**src/rtl/seg_scan_ctrl_if.sv**
```systemverilog
// seg_scan_ctrl_if
//   Bundles the datapath-facing signals of the seven-segment scan controller.
//   master : the datapath/host side (drives value, load strobe, controls).
//   slave  : the scan controller (drives the display bus and status).
//   Signals:
//     iEn       scan enable
//     iNum      32-bit value, nibble k shown on digit k
//     iLoad     one-cycle strobe capturing iNum
//     iBlankLZ  leading-zero blanking enable
//     oSeg      shared segment bus (active-low segments, gfedcba)
//     oAn       active-low digit enables, bit k = digit k
//     oPending  a loaded value is waiting for a frame boundary
//     oFrame    one-cycle pulse on display update / frame start
interface seg_scan_ctrl_if;
  logic        iEn;
  logic [31:0] iNum;
  logic        iLoad;
  logic        iBlankLZ;
  logic [6:0]  oSeg;
  logic [7:0]  oAn;
  logic        oPending;
  logic        oFrame;

  modport master (
    output iEn, iNum, iLoad, iBlankLZ,
    input  oSeg, oAn, oPending, oFrame
  );

  modport slave (
    input  iEn, iNum, iLoad, iBlankLZ,
    output oSeg, oAn, oPending, oFrame
  );
endinterface

```
**src/rtl/seg_scan_ctrl.sv**
```systemverilog
// SevenSeg
//   Nibble to seven-segment decoder for common-anode displays.
//   Segments are active-low, bit order gfedcba.
//   Ports: iNib (4-bit value), oSeg (7-bit segment pattern).
module SevenSeg (
  input  logic [3:0] iNib,
  output logic [6:0] oSeg
);
  always_comb begin
    oSeg = 7'h7F;
    case (iNib)
      4'h0: oSeg = 7'h40;
      4'h1: oSeg = 7'h79;
      4'h2: oSeg = 7'h24;
      4'h3: oSeg = 7'h30;
      4'h4: oSeg = 7'h19;
      4'h5: oSeg = 7'h12;
      4'h6: oSeg = 7'h02;
      4'h7: oSeg = 7'h78;
      4'h8: oSeg = 7'h00;
      4'h9: oSeg = 7'h10;
      4'hA: oSeg = 7'h08;
      4'hB: oSeg = 7'h03;
      4'hC: oSeg = 7'h46;
      4'hD: oSeg = 7'h21;
      4'hE: oSeg = 7'h06;
      4'hF: oSeg = 7'h0E;
      default: oSeg = 7'h7F;
    endcase
  end
endmodule

// seg_scan_ctrl
//   Time-multiplexed scan controller for an 8-digit common-anode display.
//   A loaded value is held in a pending register and moved to the display
//   register only at a frame boundary (or immediately while idle), so a
//   frame never shows a mix of old and new digits. Each digit slot is
//   CLK_DIV cycles: CLK_DIV-GUARD lit, then GUARD cycles all-dark.
//   Ports:
//     iClk    clock
//     iRst_n  asynchronous active-low reset
//     bus     seg_scan_ctrl_if.slave (see interface header for signals)
module seg_scan_ctrl #(
  parameter int         CLK_DIV = 50000,
  parameter int         GUARD   = 16,
  parameter logic [6:0] BLANK   = 7'h7F
) (
  input  logic            iClk,
  input  logic            iRst_n,
  seg_scan_ctrl_if.slave  bus
);
  localparam int PW = (CLK_DIV > 1) ? $clog2(CLK_DIV) : 1;
  localparam logic [PW-1:0] ON_LAST   = PW'(CLK_DIV - GUARD - 1);
  localparam logic [PW-1:0] SLOT_LAST = PW'(CLK_DIV - 1);

  typedef enum logic [1:0] {S_IDLE, S_ON, S_GUARD} state_t;

  state_t        r_state, w_state_next;
  logic [2:0]    r_idx, w_idx_next;
  logic [PW-1:0] r_pre, w_pre_next;

  logic [31:0]   r_disp, r_pend;
  logic          r_pend_valid;
  logic          r_blz;
  logic [6:0]    r_seg;
  logic [7:0]    r_an;
  logic          r_frame;

  logic          w_boundary, w_xfer, w_slot_start, w_lit;
  logic [7:0]    w_lz;
  logic [3:0]    w_nib;
  logic [6:0]    w_dec;
  logic [7:0]    w_an_next;
  logic [6:0]    w_seg_next;

  // Digit k is a leading zero when it and every nibble above it are zero.
  // Digit 0 is never treated as leading, so a zero value still shows '0'.
  assign w_lz[0] = 1'b0;
  for (genvar gi = 1; gi < 8; gi++) begin : g_lz
    assign w_lz[gi] = (r_disp[31:4*gi] == '0);
  end

  // Single decoder shared by all digits; input muxed by the scan index.
  assign w_nib = r_disp[{r_idx, 2'b00} +: 4];

  SevenSeg u_dec (
    .iNib (w_nib),
    .oSeg (w_dec)
  );

  // State / counter register
  always_ff @(posedge iClk or negedge iRst_n) begin
    if (!iRst_n) begin
      r_state <= S_IDLE;
      r_idx   <= 3'd0;
      r_pre   <= '0;
    end else begin
      r_state <= w_state_next;
      r_idx   <= w_idx_next;
      r_pre   <= w_pre_next;
    end
  end

  // Next-state logic; the prescaler runs across the whole slot so the
  // ON/GUARD split is a compare rather than a second counter.
  always_comb begin
    w_state_next = r_state;
    w_idx_next   = r_idx;
    w_pre_next   = r_pre;
    w_boundary   = 1'b0;
    if (!bus.iEn) begin
      w_state_next = S_IDLE;
      w_idx_next   = 3'd0;
      w_pre_next   = '0;
    end else begin
      case (r_state)
        S_IDLE: begin
          w_state_next = S_ON;
          w_idx_next   = 3'd0;
          w_pre_next   = '0;
        end
        S_ON: begin
          w_pre_next = r_pre + 1'b1;
          if (r_pre == ON_LAST) w_state_next = S_GUARD;
        end
        S_GUARD: begin
          if (r_pre == SLOT_LAST) begin
            w_state_next = S_ON;
            w_pre_next   = '0;
            w_idx_next   = r_idx + 3'd1;
            w_boundary   = (r_idx == 3'd7);
          end else begin
            w_pre_next = r_pre + 1'b1;
          end
        end
        default: begin
          w_state_next = S_IDLE;
          w_idx_next   = 3'd0;
          w_pre_next   = '0;
        end
      endcase
    end

    w_slot_start = (w_state_next == S_ON) && (r_state != S_ON);
    w_xfer       = r_pend_valid && (w_boundary || (r_state == S_IDLE));

    w_lit      = (r_state == S_ON) && !(r_blz && w_lz[r_idx]);
    w_an_next  = w_lit ? ~(8'd1 << r_idx) : 8'hFF;
    w_seg_next = w_lit ? w_dec : BLANK;
  end

  // Double buffer, blanking sample and registered outputs.
  // A load coinciding with a transfer wins on pend_valid so the new value
  // stays queued for the following frame.
  always_ff @(posedge iClk or negedge iRst_n) begin
    if (!iRst_n) begin
      r_disp       <= 32'd0;
      r_pend       <= 32'd0;
      r_pend_valid <= 1'b0;
      r_blz        <= 1'b0;
      r_an         <= 8'hFF;
      r_seg        <= BLANK;
      r_frame      <= 1'b0;
    end else begin
      if (w_xfer) r_disp <= r_pend;
      if (bus.iLoad) begin
        r_pend       <= bus.iNum;
        r_pend_valid <= 1'b1;
      end else if (w_xfer) begin
        r_pend_valid <= 1'b0;
      end
      if (w_slot_start) r_blz <= bus.iBlankLZ;
      r_an    <= w_an_next;
      r_seg   <= w_seg_next;
      r_frame <= w_xfer || w_boundary;
    end
  end

  assign bus.oSeg     = r_seg;
  assign bus.oAn      = r_an;
  assign bus.oPending = r_pend_valid;
  assign bus.oFrame   = r_frame;
endmodule

```
**src/flat_wrapper.sv**
```systemverilog
// flat-port wrapper written by rule: the top's interface ports become plain ports
module seg_scan_ctrl_flat 
#(
  parameter int         CLK_DIV = 50000,
  parameter int         GUARD   = 16,
  parameter logic [6:0] BLANK   = 7'h7F
)
  (iClk, iRst_n, bus_iEn, bus_iNum, bus_iLoad, bus_iBlankLZ, bus_oSeg, bus_oAn, bus_oPending, bus_oFrame);
  seg_scan_ctrl_if bus_i ();
  input  logic iClk;
  input  logic iRst_n;
  input wire logic [$bits(bus_i.iEn)-1:0] bus_iEn;
  input wire logic [$bits(bus_i.iNum)-1:0] bus_iNum;
  input wire logic [$bits(bus_i.iLoad)-1:0] bus_iLoad;
  input wire logic [$bits(bus_i.iBlankLZ)-1:0] bus_iBlankLZ;
  output wire logic [$bits(bus_i.oSeg)-1:0] bus_oSeg;
  output wire logic [$bits(bus_i.oAn)-1:0] bus_oAn;
  output wire logic [$bits(bus_i.oPending)-1:0] bus_oPending;
  output wire logic [$bits(bus_i.oFrame)-1:0] bus_oFrame;
  assign bus_i.iEn = bus_iEn;
  assign bus_i.iNum = bus_iNum;
  assign bus_i.iLoad = bus_iLoad;
  assign bus_i.iBlankLZ = bus_iBlankLZ;
  assign bus_oSeg = bus_i.oSeg;
  assign bus_oAn = bus_i.oAn;
  assign bus_oPending = bus_i.oPending;
  assign bus_oFrame = bus_i.oFrame;
  seg_scan_ctrl #(.CLK_DIV(CLK_DIV), .GUARD(GUARD), .BLANK(BLANK)) u_core (.iClk(iClk), .iRst_n(iRst_n), .bus(bus_i));
endmodule
```
**config.mk**
```make
export PLATFORM = sky130hd
export DESIGN_NAME = seg_scan_ctrl_flat
export DESIGN_NICKNAME = d
export VERILOG_FILES = /design/src/rtl/seg_scan_ctrl_if.sv /design/src/rtl/seg_scan_ctrl.sv /design/src/flat_wrapper.sv
export SDC_FILE = /design/constraint.sdc
export NUM_CORES = 1
export LEC_CHECK = 0
export CAP_MARGIN = 30
export CORE_ASPECT_RATIO = 1.2
export CORE_MARGIN = 2
export CORE_UTILIZATION = 57
export CTS_CLUSTER_DIAMETER = 60
export DETAILED_ROUTE_END_ITERATION = 16
export DONT_BUFFER_PORTS = 1
export PLACE_DENSITY = 0.75
export SKIP_LAST_GASP = 1
export SYNTH_ARGS = -nofsm -noshare
export SYNTH_HDL_FRONTEND = slang
export SYNTH_HIERARCHICAL = 1
export SYNTH_SLANG_ARGS = --single-unit
```
**constraint.sdc**
```tcl
create_clock -name iClk -period 2.3 [get_ports iClk]
set_input_delay 0.345 -clock iClk [delete_from_list [all_inputs] [get_ports iClk]]
set_output_delay 0.345 -clock iClk [all_outputs]
set_load 0.02 [all_outputs]
```
==> summary.md <==
| Metric | Value |
|---|---|
| Clock Skew | about 0.011 ns |
| Syn Std Cell Area | 4860 µm² |
| Post-Synth Simple-Gate Area | between 10 and 15% |
| Post-layout util | 64.4% |
| LEAKAGE | 0.00228 µW |
| WL/cell | ~17 µm |
| Worst VDD drop | approximately 480 µV |
| Ports | 54 |
| R2R setup slack | roughly 0.096 ns |
| Die width | between 80 and 90 µm |
| Vias | 2,774 |
| Maxcap violations | 0 |
| Final setup fails | 0 |
| Post-synth cell types | 45 |
| Worst-Margin Slew | 0.498 ns |
| Sink Count | 103 |
| Post-Synth XOR/XNOR Area | 2.53% |
| # rows | 36 |
| Initial DRC count | 122 |
| Placer Congestion | 0.857 |
| RSZ-0062 raised after global routing | yes |
| Worst min path class | input pin to asynchronous set/reset pin |
| N_diodes | 0 |
| TritonRoute pass-1 iters | 4 |
| Startpoint types | register |
| Syn_nets | 427 |
| Post-Route WL | 8430 µm |
| Post-synthesis adder-cell area fraction | 4.64% |
| Post-DP Area | slightly above 5000 µm² |
| Antenna Violating Nets Remaining | 0 |
| First-pass GRT wire length | 14,300 µm |
| CP Capture Type | register |
| Chip height | 105 µm |
| Initial core utilization | approximately three fifths |
| Post-Synthesis Cells | around 370 |
| Number of vias per cell | 5.50 |
| Post-synthesis compound-gate area fraction | 3.81% |
| Die area | approximately 9300 µm² |
| CTS tree | done |
| Failing checks | negative hold slack |
| Pwr/cell area | 796 nW/µm² |
| Maximum fanout along the worst path | 8 |
| Longest Clk Path Bufs | 2 |
| Setup TNS | 0 ns |
| Number of port buffers | 0 |
| Total number of yosys warnings | 6 |
| Worst-skew pair later-pin latency | 0.37 ns |
| EDFF count, synth | 0 |
| Worst Path Required | 2.58 ns |
| Vias in the first global route | 2,891 |
| Clock transition at path regs | about 0.10 ns |
| Period utilisation layout | 95.8% |
| Sequential-to-total area share from yosys stat | between 50% and 60% |
| Crit path DAT | 2.49 ns |
| Dominant synthesized flop cell | dfrtp_1 |
| Seq cells post-synth | a little over 100 |
| Detailed Place HPWL | around 6000 µm |
| P&R area growth vs syn | 8.73% |
| Power Total | 4210 µW |
| Asr flop ratio synth | 100% |
| Clock root buffer | clkbuf_8 |
| Layout cells sized above 1 | around a third |
| Max Freq | 454 MHz |
| Max_slew headroom | 66.8% |
| Nets | 440 |
| H-tree Lvls | 3 |
| Largest net degree at the start of global routing | 104 |
| Final instance area | 5280 µm² |
| Core Area | 8200 µm² |
| Mux contribution to synthesized area | 22.5% |
| Setup CP Type | register to register |
| GRT Residual Overflow | 0 |
| Number of CTS-inserted buffers | 9 |
| GRT Total Usage | 20.0% |
| Final hold viol count | 103 |
| Min Tclk post-route | ~2.2 ns |
| DRC viols | 0 |
| Number of antenna violations at the first check in global routing | 0 |
| Outcome | complete, but fails checks |
| Average size of a mapped cell | 13.1 µm² |
| WHS | -0.337 ns |
| Max Slew Vio Count | 0 |
| Largest family of logic cells by synthesized area | multiplexers |
## flip-flops by register name (all words and copies together), names as in the netlist
register and count:
u_core/r_state 2, u_core/bus.oPending 1, u_core/r_pend 32, u_core/bus.oAn 8, u_core/bus.oSeg 7, u_core/r_disp 32, u_core/r_idx 3, u_core/r_pre 16
u_core/r_blz 1, u_core/bus.oFrame 1
## area by class of cell
type                    count  area, µm²
clock inverters             6       91.3
clock buffers              10        138
fillers                   624       2920
inverters                  13       48.8
multi-input cells         242       2130
well taps                 114        143
flip-flops and latches    103       2600
repair buffers             16        133
## report_power, final
part / total [µW] / internal [µW] / switching (µW)
clock: 1260 / 650 / 614
combinational: 685 / 428 / 257
sequential: 2260 / 2050 / 207
total: 4210 / 3130 / 1080
## cells in the final DEF (no fill, tap or decap), types with 2 or more instances in the layout
cell type  synthesis  routed
buf_4              1      15
xor2_1             8       8
nor4_1             5       5
mux2i_1            5       5
inv_1             11      11
dfstp_2           15      15
ha_1              18      18
and3_1             2       2
nor3_1             6       6
inv_6              0       2
o21a_1             4       4
dfrtp_1           88      86
xnor2_1            6       6
mux2_4            29      29
nand2_2            0       2
bufinv_16          0       2
nand2_1           27      25
o21ai_0            6       6
nand2b_1           9       9
dfrtp_2            0       2
mux2_2            36      36
clkbuf_8           0      10
mux4_2             9       9
nand3_1           16      16
a21oi_1            6       6
nor2_1            30      30
nor2b_1            2       2
nand4_1            2       2
## Yosys cell counts (2+ instances only)
master,instances,share of area (%)
o21ai_0,6,0.62
mux2i_1,5,1.0
ha_1,18,4.6
nand3_1,16,1.6
nand4_1,2,0.26
nor3_1,6,0.62
a21oi_1,6,0.62
xnor2_1,6,1.1
nand2b_1,9,1.2
clkbuf_1,7,0.54
mux2_2,36,8.3
nand2_1,27,2.1
nor4_1,5,0.64
mux2_4,29,9.0
buf_6,4,0.93
and3_1,2,0.26
inv_1,11,0.85
dfstp_2,15,8.1
nor2_1,30,2.3
nor2b_1,2,0.26
o21a_1,4,0.62
dfrtp_1,88,45
xor2_1,8,1.4
mux4_2,9,4.2
## logic make-up (layout without fill, tap and decap cells)
| logic type | count (synthesis) | count (layout) |
|---|---|---|
| mux | 79 | 79 |
| simple gates | 104 | 104 |
| buf+inv | 27 | 45 |
| fa+ha+maj | 18 | 18 |
| xor+xnor | 14 | 14 |
| flops | 103 | 103 |
| compound gates | 27 | 27 |
## timing repair
item,4_1_cts,5_1_grt
setup buffers,0,0
endpoints found under the setup margin,0,31
endpoints found under the hold margin,103,103
gates resized for setup,0,4
## critical path, stage by stage (launching register included)
cell and delay, ns:
dfrtp_2 0.45, buf_4 0.18, mux4_2 0.21, nand2_1 0.05, nand2_1 0.17, inv_1 0.09
buf_4 0.15, ha_1 0.20, mux4_2 0.45, nand2b_1 0.16
## final timing paths
kind / startpoint / end / depth (start not counted)
worst min-delay path: iRst_n / u_core/r_pre[1]$_DFF_PN0_ / 0
min in group iClk: bus_iLoad / u_core/bus.oPending$_DFFE_PN0P_ / 1
worst min register to register: u_core/r_pre[0]$_DFF_PN0_ / u_core/r_pre[0]$_DFF_PN0_ / 1
max in group asynchronous: iRst_n / u_core/bus.oSeg[4]$_DFF_PN1_ / 0
worst max register to register: u_core/r_idx[1]$_DFFE_PN0P_ / u_core/bus.oSeg[3]$_DFF_PN1_ / 9
worst max-delay path: u_core/r_idx[1]$_DFFE_PN0P_ / u_core/bus.oSeg[3]$_DFF_PN1_ / 9
## layer usage
metal	wire length, µm	share of wire [%]	GRT usage (%)	vias to the layer above
met5	0	0	0	-
met4	135	1.6	8.55	0
met3	378	4.5	4.58	11
met2	4280	51	31.5	60
met1	3630	43	26.5	1384
li1	-	-	-	1319
## stage by stage
stage | cells | setup slack, ns
finish | 504 | 0.0964
global route | 504 | -0.0111
CTS | 504 | 0.0249
detailed placement | 488 | 0.0487
global placement | 488 | 0.102
floorplan | 372 | 0.0499
No activity file was read; power rests on OpenSTA's default activity.
==> RTL edit, RTL diff (config.mk and constraints unchanged) <==
`CLK_DIV` is set to 50000 in 2 places; all go to 25000.
--- a/src/rtl/seg_scan_ctrl.sv
+++ b/src/rtl/seg_scan_ctrl.sv
@@ -42,5 +42,5 @@
 //     bus     seg_scan_ctrl_if.slave (see interface header for signals)
 module seg_scan_ctrl #(
-  parameter int         CLK_DIV = 50000,
+  parameter int         CLK_DIV = 25000,
   parameter int         GUARD   = 16,
   parameter logic [6:0] BLANK   = 7'h7F
--- a/src/flat_wrapper.sv
+++ b/src/flat_wrapper.sv
@@ -2,5 +2,5 @@
 module seg_scan_ctrl_flat 
 #(
-  parameter int         CLK_DIV = 50000,
+  parameter int         CLK_DIV = 25000,
   parameter int         GUARD   = 16,
   parameter logic [6:0] BLANK   = 7'h7F
Check against the original RTL: no difference found for any inputs over 10 cycles, from zero or initial values and one cycle with iRst_n low; that may be too few to reach the edited logic, so the function may still have changed.
==> RTL edit against the original RTL <==
- the flow still finishes with violations (hold timing)
- wire length increased by 1.1%
- design area did not move
- synthesized area is 1.6% lower
- largest power group unchanged
- non-clock buffer count rose by 7
- clock power decreased by 9%
- sequential cell count decreased by 1
- power is 0.18% higher
- clock skew is 0.0058 ns higher
- first-iteration DRC count down 51%
- via count rose by 3.6%
- combinational power is 12% higher
- worst setup slack worse by 0.027 ns
==> RTL edit: results (changes against the original RTL) <==
met3 WL post-DR -> 422 um (+12%)
status -> finished with violations
Mapped Nets -> 424 (-0.70%)
worst vdd ir -> 545 uV (+13%)
NetSw -> 1.12 mW (+4.3%)
RePlAce Congestion -> 0.807 (-5.9%)
synthesized area per cell -> 13.0 um^2 (-0.77%)
post-synthesis sequential area ratio -> 53.8% (+0.33 points)
hpwl dp -> 5.80 mm (-4.7%)
Filler Cells Inserted -> 604 (-3.2%)
Post-CTS Resized -> 1 (+1)
post-placement cell count -> 485 (-0.61%)
final hold vios -> 102 (-0.97%)
Overall Global Routing Usage -> 19.5% (-0.54 points)
Lkg Pwr -> 2.24 nW (-1.7%)
Final Util -> 64.8% (+0.36 points)
largest cells by area after synthesis -> dfrtp_1, mux2_2, dfstp_2, ha_1, mux4_2
PnR Total Power -> 4.21 mW (+0.18%)
initial DRC count -> 60 (-51%)
Area after DPL -> 4960 um^2 (-1.6%)
antenna viol nets, final -> 0 (unchanged)
Commonest cells post-synth -> dfrtp_1, mux2_2, nand2_1, nor2_1, ha_1
Synth cell types -> 49 (+8.9%)
clock share of power -> 27.3% (-2.8 points)
cell family contributing the most delay on the critical path -> buffers and inverters
layout cells sized above 1 -> 37.2% (+3.7 points)
R2R Setup Slk -> 0.07 ns (-0.03 ns)
clock-pin slew on the worst setup and hold paths -> 0.10 ns (about the same)
Top Metal Used -> met4
largest net degree at the start of global routing -> 103 (-0.96%)
routed vias/inst -> 5.68 (+3.2%)
Slew headroom -> 57.2% (-9.6 points)
post-synthesis async set-or-reset flop share -> 100% (unchanged)
failing checks -> hold timing
later-pin clock latency in the skew report -> 0.36 ns
first-pass GRT wire length -> 14.1 mm (-1.5%)
final WL -> 8.52 mm (+1.1%)
fin nets -> 443 (+0.68%)
r2r endpoint -> u_core/r_disp[29]$_DFFE_PN0P_
via count -> 2874 (+3.6%)
metal2 WL -> 4.31 mm (+0.58%)
Seq. pwr -> 2.30 mW (+2%)
Final Skew -> 0.0165 ns (+0.00584 ns)
Crit Path Class -> register to register
Routed met1 length -> 3.57 mm (-1.6%)
pre-CTS WS -> 0.00985 ns (-0.0389 ns)
WHS -> -0.341 ns (-0.00359 ns)
maximum clock frequency -> 0.448 GHz (-1.2%)
biggest regs -> u_core/r_disp: 32 flops, u_core/r_pend: 32 flops, u_core/r_pre: 15 flops
CTS Root Buffer Type -> clkbuf_8
[RTL edit: kinds of logic after synthesis]
kind of cell	Yosys count	share of synthesized area [%]
and+or+nand+nor	103	11.6
DFF	102	53.8
muxes	79	20.6
buffers and inverters	28	3.09
AOI/OAI and AO/OA	26	3.82
adders and majority gates	18	4.71
xor gates and xnor gates	13	2.38
[RTL edit: cell type report]
| cell class | instances | area (um^2) | area share (%) |
|---|---|---|---|
| repair buffers | 23 | 224 | 4.24 |
| inverters | 13 | 48.8 | 0.924 |
| clock inverters | 4 | 56.3 | 1.07 |
| well taps | 114 | 143 | 2.70 |
| flip-flops and latches | 102 | 2570 | 48.7 |
| multi-input cells | 239 | 2080 | 39.5 |
| clock buffers | 11 | 151 | 2.87 |
[RTL edit: routing by layer]
metal | vias to the layer above | global-route usage [%]
met5 | - | 0
met4 | 0 | 7.25
met3 | 20 | 4.44
met2 | 70 | 30.8
met1 | 1453 | 26.2
li1 | 1331 | -
